### src/rtl/clickreg_pkg.sv
// Shared definitions for the click register record path.
// Provides the record type codes, a ceil-log2 helper and the functions that
// derive the channel field width, the record width and the bit offsets of the
// flag fields from the block parameters.
package clickreg_pkg;

  localparam logic REC_TYPE_STROBE = 1'b0;  // strobe events and wrap markers
  localparam logic REC_TYPE_DELTA  = 1'b1;  // delta-channel state changes

  function automatic int clog2(input int value);
    int result;
    result = 0;
    while ((1 << result) < value) result++;
    return result;
  endfunction

  // Channel field is wide enough for either channel group.
  function automatic int ch_width(input int n_strobe, input int n_delta);
    return (n_strobe > n_delta) ? n_strobe : n_delta;
  endfunction

  // Layout, LSB first: timestamp, channels, lost, type, wrap.
  function automatic int rec_width(input int timer_w, input int ch_w);
    return timer_w + ch_w + 3;
  endfunction

  function automatic int lost_offset(input int timer_w, input int ch_w);
    return timer_w + ch_w;
  endfunction

  function automatic int type_offset(input int timer_w, input int ch_w);
    return timer_w + ch_w + 1;
  endfunction

  function automatic int wrap_offset(input int timer_w, input int ch_w);
    return timer_w + ch_w + 2;
  endfunction

endpackage

### src/rtl/record_fifo.sv
// First-word-fall-through record FIFO.
// Ports:
//   clk        system clock
//   clear      synchronous active-high flush
//   push       write push_data (accepted when not full, or full with a pop)
//   push_data  record to write
//   pop        remove the head record (ignored when empty)
//   pop_data   head record, 0 when empty
//   full       DEPTH records stored
//   empty      no record stored
module record_fifo
  import clickreg_pkg::*;
#(
  parameter int WIDTH = 8,
  parameter int DEPTH = 16
) (
  input  logic             clk,
  input  logic             clear,
  input  logic             push,
  input  logic [WIDTH-1:0] push_data,
  input  logic             pop,
  output logic [WIDTH-1:0] pop_data,
  output logic             full,
  output logic             empty
);

  localparam int AW = clog2(DEPTH);

  logic [WIDTH-1:0] mem [DEPTH];
  logic [AW-1:0]    wr_ptr_q, wr_ptr_d;
  logic [AW-1:0]    rd_ptr_q, rd_ptr_d;
  logic [AW:0]      count_q, count_d;
  logic             push_ok, pop_ok;

  assign full  = (count_q == (AW+1)'(DEPTH));
  assign empty = (count_q == '0);

  // A pop frees the head slot in the same edge, so a push while full is
  // still accepted when it coincides with a pop.
  assign pop_ok  = pop & ~empty;
  assign push_ok = push & (~full | pop_ok);

  // Head is read straight from the array so it is visible one edge after
  // the push that filled an empty FIFO.
  assign pop_data = empty ? '0 : mem[rd_ptr_q];

  always_comb begin
    wr_ptr_d = wr_ptr_q;
    rd_ptr_d = rd_ptr_q;
    count_d  = count_q;
    if (push_ok) wr_ptr_d = wr_ptr_q + 1'b1;
    if (pop_ok)  rd_ptr_d = rd_ptr_q + 1'b1;
    case ({push_ok, pop_ok})
      2'b10:   count_d = count_q + 1'b1;
      2'b01:   count_d = count_q - 1'b1;
      default: count_d = count_q;
    endcase
  end

  always_ff @(posedge clk) begin
    if (push_ok) mem[wr_ptr_q] <= push_data;
  end

  always_ff @(posedge clk) begin
    if (clear) begin
      wr_ptr_q <= '0;
      rd_ptr_q <= '0;
      count_q  <= '0;
    end else begin
      wr_ptr_q <= wr_ptr_d;
      rd_ptr_q <= rd_ptr_d;
      count_q  <= count_d;
    end
  end

endmodule

### src/rtl/clickreg_fifo.sv
// Multichannel pulse registration and time-stamping block.
// Timestamps strobe events and delta-channel changes against a free-running
// timer, emits wrap markers, and buffers records in a FWFT FIFO.
// Ports:
//   clk              system clock
//   clear            synchronous active-high reset
//   operate          enables record generation (timer always runs)
//   strobe_channels  synchronised strobe inputs
//   delta_channels   synchronised state inputs
//   strobe_enable    per-channel strobe mask, 1 = enabled
//   data_ready       consumer accepts the head record
//   data             head record {wrap, type, lost, channels, timestamp}
//   data_valid       head record valid
//   lost_count       saturating count of dropped records
//   overflow         sticky, at least one record dropped
module clickreg_fifo
  import clickreg_pkg::*;
#(
  parameter int N_STROBE   = 4,
  parameter int N_DELTA    = 4,
  parameter int TIMER_W    = 36,
  parameter int FIFO_DEPTH = 16,
  parameter int LOST_W     = 16,
  parameter int EDGE_MODE  = 1,
  localparam int CH_W      = ch_width(N_STROBE, N_DELTA),
  localparam int REC_W     = rec_width(TIMER_W, CH_W)
) (
  input  logic                clk,
  input  logic                clear,
  input  logic                operate,
  input  logic [N_STROBE-1:0] strobe_channels,
  input  logic [N_DELTA-1:0]  delta_channels,
  input  logic [N_STROBE-1:0] strobe_enable,
  input  logic                data_ready,
  output logic [REC_W-1:0]    data,
  output logic                data_valid,
  output logic [LOST_W-1:0]   lost_count,
  output logic                overflow
);

  logic [TIMER_W-1:0]  timer_q;
  logic [N_STROBE-1:0] prev_strobe_q;
  logic [N_DELTA-1:0]  old_delta_q;
  logic                pending_lost_q, pending_lost_d;
  logic [LOST_W-1:0]   lost_count_q, lost_count_d;
  logic                overflow_q, overflow_d;

  logic [N_STROBE-1:0] strobe_ev;
  logic                cand_valid, cand_type, contention;
  logic [CH_W-1:0]     cand_ch;
  logic [REC_W-1:0]    cand_rec;
  logic                pop, write_ok, drop;
  logic                fifo_full, fifo_empty;
  logic [LOST_W:0]     lost_sum;

  generate
    if (EDGE_MODE != 0) begin : g_edge
      assign strobe_ev = strobe_channels & ~prev_strobe_q & strobe_enable;
    end else begin : g_level
      assign strobe_ev = strobe_channels & strobe_enable;
    end
  endgenerate

  // Candidate selection: delta change beats strobe beats wrap marker.
  always_comb begin
    cand_valid = 1'b0;
    cand_type  = REC_TYPE_STROBE;
    cand_ch    = '0;
    contention = 1'b0;
    if (operate) begin
      if (delta_channels != old_delta_q) begin
        cand_valid             = 1'b1;
        cand_type              = REC_TYPE_DELTA;
        cand_ch[N_DELTA-1:0]   = delta_channels;
        contention             = |strobe_ev;
      end else if (|strobe_ev) begin
        cand_valid             = 1'b1;
        cand_ch[N_STROBE-1:0]  = strobe_ev;
      end else if (timer_q == '0) begin
        cand_valid             = 1'b1;
      end
    end
  end

  assign cand_rec = {(timer_q == '0), cand_type, pending_lost_q, cand_ch, timer_q};

  assign pop      = data_valid & data_ready;
  assign write_ok = cand_valid & (~fifo_full | pop);
  assign drop     = cand_valid & ~write_ok;

  // Up to two records can be lost in one cycle (contended strobe plus a
  // delta record that found the FIFO full).
  assign lost_sum = {1'b0, lost_count_q}
                  + (LOST_W+1)'({1'b0, contention} + {1'b0, drop});

  always_comb begin
    pending_lost_d = pending_lost_q;
    overflow_d     = overflow_q | drop;
    lost_count_d   = lost_sum[LOST_W] ? '1 : lost_sum[LOST_W-1:0];
    if (operate) begin
      // The written record reports the old flag; a loss in this cycle
      // re-arms it for the next record.
      if (write_ok)          pending_lost_d = 1'b0;
      if (drop | contention) pending_lost_d = 1'b1;
    end
  end

  always_ff @(posedge clk) begin
    if (clear) begin
      timer_q        <= '0;
      prev_strobe_q  <= '0;
      old_delta_q    <= '0;
      pending_lost_q <= 1'b0;
      lost_count_q   <= '0;
      overflow_q     <= 1'b0;
    end else begin
      timer_q        <= timer_q + 1'b1;
      prev_strobe_q  <= strobe_channels;
      old_delta_q    <= delta_channels;
      pending_lost_q <= pending_lost_d;
      lost_count_q   <= lost_count_d;
      overflow_q     <= overflow_d;
    end
  end

  record_fifo #(
    .WIDTH (REC_W),
    .DEPTH (FIFO_DEPTH)
  ) u_fifo (
    .clk       (clk),
    .clear     (clear),
    .push      (write_ok),
    .push_data (cand_rec),
    .pop       (pop),
    .pop_data  (data),
    .full      (fifo_full),
    .empty     (fifo_empty)
  );

  assign data_valid = ~fifo_empty;
  assign lost_count = lost_count_q;
  assign overflow   = overflow_q;

endmodule

### config.mk
export PLATFORM = sky130hd
export DESIGN_NAME = clickreg_fifo
export DESIGN_NICKNAME = d
export VERILOG_FILES = /design/src/rtl/clickreg_pkg.sv /design/src/rtl/record_fifo.sv /design/src/rtl/clickreg_fifo.sv
export SDC_FILE = /design/constraint.sdc
export NUM_CORES = 1
export LEC_CHECK = 0
export ABC_AREA = 0
export CORE_ASPECT_RATIO = 1.75
export CORE_UTILIZATION = 50
export DETAILED_ROUTE_END_ITERATION = 10
export HOLD_SLACK_MARGIN = 0.06
export PLACE_DENSITY = 0.69
export SLEW_MARGIN = 0
export SYNTH_ARGS = -nofsm -noshare
export SYNTH_HDL_FRONTEND = slang
export SYNTH_SLANG_ARGS = --single-unit
### constraint.sdc
create_clock -name clk -period 3.3 [get_ports clk]
set_clock_uncertainty 0.05 [all_clocks]
set_input_delay 0.66 -clock clk [delete_from_list [all_inputs] [get_ports clk]]
set_output_delay 0.66 -clock clk [all_outputs]
set_load 0.01 [all_outputs]
-- After elaboration in Yosys (flattened, before gate mapping)
Memories as Yosys holds them, arrays and structs flattened. A register that Yosys moved wholly into a read port is not among the register bits.
Index checks and enable logic that the tools add are counted.
- bitwise logic cells: 15
- reductions and logical operators: 6
- equal/unequal tests: 4
- muxes and demuxes: 20
- $add $sub $neg: 7
- operators with widths (cell ; count):
    $mux W43 ; 1
    $add A36 B1 Y36 const B ; 1
    $logic_not A36 Y1 ; 1
    $mux W4 ; 5
    $add A16 B2 Y17 ; 1
    $mux W16 ; 1
    $mux W1 ; 12
    $pmux W5 S2 ; 1
    $add A4 B1 Y4 const B ; 2
    $and A4 B4 Y4 ; 2
    $add A5 B1 Y5 const B ; 1
    $and A1 B1 Y1 ; 5
    $eq A5 B5 Y1 const B ; 1
    $logic_not A5 Y1 ; 1
    $sub A5 B1 Y5 const B ; 1
    $ne A4 B4 Y1 ; 1
    $not A4 Y4 ; 1
    $or A1 B1 Y1 ; 4
    $reduce_bool A2 Y1 ; 2
    $reduce_or A4 Y1 ; 1
    $not A1 Y1 ; 3
    $add A1 B1 Y2 ; 1
    $eq A2 B1 Y1 const B ; 1
    $eq A2 B2 Y1 const B ; 1
    $reduce_and A2 Y1 ; 1
- logic and storage cells: 62
- register bits after elaboration: 75
- memory bits (writable): 688
- memories: 1
- input port bits: 16
- memories (memory ; words ; width ; read ports ; clocked after memory_dff ; wr ports ; line ; RTL):
    u_fifo.mem ; 16 ; 43 ; 1 ; 1 ; 1 ; record_fifo.sv:29 ; logic [WIDTH-1:0] mem [DEPTH];

-- Longest topological paths before layout
- depth in word-level cells: 13
- depth in mapped cells: 17

-- By module
A second synthesis with hierarchy kept.
- cells, all modules: 1510
- area, all modules: 30042.6 sq um
- by module, submodules not included (module ; area an instance (sq um) ; times used ; cells each):
    record_fifo ; 27158.5 ; 1 ; 1181
    clickreg_fifo ; 2884.0 ; 1 ; 329

-- Least setup slack after synthesis
OpenSTA, ideal clock, no wires.
- path type: input port to flip-flop
- start: in delta_channels[1]
- end: reg lost_count_q[11] (netlist: lost_count[11])
- path slack: -202 ps
- data arrival time: 3382 ps
- path buffers: 2
- stages: 13
- path through: xnor2_1 > nand4_1 > clkbuf_1 > and2_1 > nand2_1 > fa_1 > inv_1 > ha_1 > and4_1 > nand3_1 > or3_1 > clkbuf_1 > a21oi_1
- word-level cells in the longest chain between the ends: 9
- elaborated cells between the ends (all ways): 11
- those cells by class: add/sub (2); eq/ne (1); mux (5); bitwise (3)
- ends and longest elaborated chain (element ; line ; RTL):
    from (decl) ; clickreg_fifo.sv:32 ; input logic [N_DELTA-1:0] delta_channels,
    $ne A4 B4 Y1 (*) ; clickreg_fifo.sv:71 ; if (delta_channels != old_delta_q) begin
    $mux W1 ; clickreg_fifo.sv:71 ;
    $mux W1 ; clickreg_fifo.sv:70 ; if (operate) begin
    $and A1 B1 Y1 ; clickreg_fifo.sv:88 ; assign write_ok = cand_valid & (~fifo_full | pop);
    $not A1 Y1 ; clickreg_fifo.sv:89 ; assign drop = cand_valid & ~write_ok;
    $and A1 B1 Y1 ; clickreg_fifo.sv:89 ;
    $add A1 B1 Y2 (*) ; clickreg_fifo.sv:94 ; + (LOST_W+1)'({1'b0, contention} + {1'b0, drop});
    $add A16 B2 Y17 (*) ; clickreg_fifo.sv:94 ;
    $mux W16 (*) ; clickreg_fifo.sv:99 ; lost_count_d = lost_sum[LOST_W] ? '1 : lost_sum[LOST_W-1:0];
    to (signal assigned) ; clickreg_fifo.sv:121 ; lost_count_q <= lost_count_d;
    to (decl) ; clickreg_fifo.sv:45 ; logic [LOST_W-1:0] lost_count_q, lost_count_d;
Mark *: on every way between the ends. The rest lies on a longest branch, timed or not.
A chain may end at the register's enable or synchronous reset.

==> flow_summary.toml <==
[status]
outcome = "finished, violations left"
violations = "negative setup slack"

[cts]
clk_latency_ps = 630
cts_max_level = 2
cts_hold_buf = 0
clock_sinks = 767
cts.clk_slew.worst_paths_ps = 70
cts_tree = "done"
clk_path_buf_depth = 3
root_buffer = "clkbuf_16"
cts_inserted_buffers = 61

[timing]
setup_tns_ps = -6432
worst_slack_ps = -230.5
slew_viol_final = 0
slew_headroom = 0.3607
fin_crit_sh = 1.070
hold_viol_final = 0
period_needed_ps = 3531
max_freq_mhz = 283.2
rsz0062_at_grt = "yes"
setup_viol = 43
worst_pin_slew_ps = 950.2

[min_path]
holdCritStartpoint = "overflow"
whs_endpoint = "overflow"
hold-path-cell-count = 2
hold_class = "register to register"

[finish]
diodes = 0
layout_commonest_cell = "edfxtp_1"
finalInstanceArea_um2 = 36020
nNetsFinal = 1748
area_delta_synth_final_pct = 20.65
layout-drive-gt1-share = 0.3580
fin_cells = 2548
final_cell_mix = "edfxtp_1 (688), mux4_2 (215), buf_4 (97)"

[synth]
ys_seq_area_frac = 0.7449
ys.flop_type = "edfxtp_1"
syn-mean-instance-area_um2 = 20.54
synth_edf_count = 688
syn-cell-area_um2 = 29860
ys_ff_latch = 767
yosysUniqueCellTypes = 50
syn_nets = 1482
async_flop_share = 0
yosysWarnings = 0
synth_top_area_share = 0.6919
ys_top_cells_by_area = "edfxtp_1 (69%), mux4_2 (16%), dfxtp_1 (5.3%)"
yosys.area.top_type = "edfxtp_1"
synthCells = 1454

[placement]
placed_area_um2 = 32940
place.gp.congestion = 0.7789
port_buffers = 76
pre_cts_slack_ps = -343.6
placed_cells = 2379
dp_hpwl_um = 35790

[route]
ant_nets = 0
drt_iter0_markers = 1246
finalWirelength_um = 67120
vias = 15120
wl_per_cell_um = 26.34
drt_pass1_iterations = 5
vias_per_cell = 5.932
drc_errors = 0

[power_and_ir_drop]
cellLeakagePower_uw = 0.01170
vdd_drop_max_mv = 0.9108
p_per_area_nw_per_um2 = 701.1

[worst_setup_path]
slowest_stage = "mux4_2"
regToRegStartpoint = "timer_q[15]"
required_ps = 2590
worstReg2RegEnd = "lost_count[0]"
reg2reg_slack_ps = 110
crit_path_start_kind = "register"
crit_type = "register to output pin"
worst_r2r_path_depth = 13
cp_max_fo = 6
path_cells = "buf_12, buf_16, buf_12, buf_8, mux4_2, mux4_2, and2_4, buf_6"
end_kind = "output pin"
max_stage_delay_ps = 500
arrival_ps = 2820

[floorplan]
boundaryPins = 77
dieArea_um2 = 60740
start_util = 0.5056
fp.dieH_um = 325.3
die_w_um = 186.7
placementRows = 118
coreArea_um2 = 59060

[grt]
grt_usage = 0.2251
grt_pass1_vias = 15880
antenna_found_initial = 0
grt_max_degree = 45
overflow = 0
grt_first_pass_wirelength_um = 100200

[flow_run]
cap_viol_max_count = 0
## metal layers
layer	vias up	GRT usage	routed length [µm]
met5	-	0	0
met4	0	0.06878	1788
met1	8038	0.2772	25470
met2	474	0.4114	36710
li1	6495	-	-
met3	109	0.02956	3160
## how the worst max path moves through the flow
stage,cells past startpoint,slack [ps],to
global route,8,-300,data[24]
detailed placement,15,-340,u_fifo.count_q[4]
CTS,9,-320,data[19]
finish,8,-230,data[3]
global placement,13,-290,lost_count[13]
floorplan,12,5,lost_count[11]
## critical path, delay by kind of cell, from the launching register on
family	cells	cell delay (ps)
and+or+nand+nor	1	180
DFF	1	400
muxes	2	990
buffers and inverters	5	610
## cells in the mapped netlist, types with 3 or more instances
cell type and instances:
clkbuf_1 42, nand3b_1 4, inv_1 20, buf_1 16
nor3_1 10, or3_1 15, o21ai_0 21, nand2_1 21
nor4_1 11, mux2_2 3, buf_2 9, and3_1 17
a31oi_1 5, a21oi_1 36, nor2_1 42, nand2b_1 3
or2_2 3, edfxtp_1 688, mux2i_1 3, xnor2_1 22
mux4_2 215, xor2_1 18, nand4_1 18, nand3_1 23
nor2b_1 15, and2_1 53, dfxtp_1 79, ha_1 11
or4_1 3
## metrics by stage
| stage | power, µW | hold WS [ps] | utilization |
|---|---|---|---|
| after floorplan | 14400 | 419.6 | - |
| after global placement | 16560 | 386.7 | 0.5578 |
| after detailed placement | 16630 | 392.8 | 0.5578 |
| after CTS | 25630 | 404.0 | 0.6113 |
| after global routing | 26150 | 437.6 | 0.6100 |
| final | 25260 | 402.8 | 0.6100 |
## flip-flops by register name, summed over array words and instances (netlist names), named ones only
signal,cells
timer_q,36
u_fifo.count_q,5
u_fifo.rd_ptr_q,4
lost_count,16
pending_lost_q,1
old_delta_q,4
u_fifo.mem,688
u_fifo.wr_ptr_q,4
prev_strobe_q,4
overflow,1
## cell families after synthesis
logic type      count (synthesis)  synth area share
buf+inv                        89           0.01182
xor+xnor                       40           0.01173
fa+ha+maj                      12          0.005280
mux                           221            0.1643
simple gates                  251           0.04827
compound gates                 74           0.01370
flops                         767            0.7449
## where the power goes
group          switching (µW)  internal (µW)
sequential                111          10700
clock                    3320           3960
combinational            2820           4340
## final cells by class
cell class	count	area, µm²
clock buffer	73	1614
clock inverter	38	362.8
fill	4135	23030
inverter	20	75.07
multi-input combinational	598	7445
sequential	767	22260
tap	780	975.9
timing repair buffer	272	3292
## timing repair
action / 4_1_cts / 5_1_grt
gates cloned: 15 / 0
gates resized for setup: 293 / 63
pin swaps: 7 / 9
setup buffers: 50 / 14
setup endpoints to repair: 59 / 61
No activity file was read; power rests on OpenSTA's default activity.
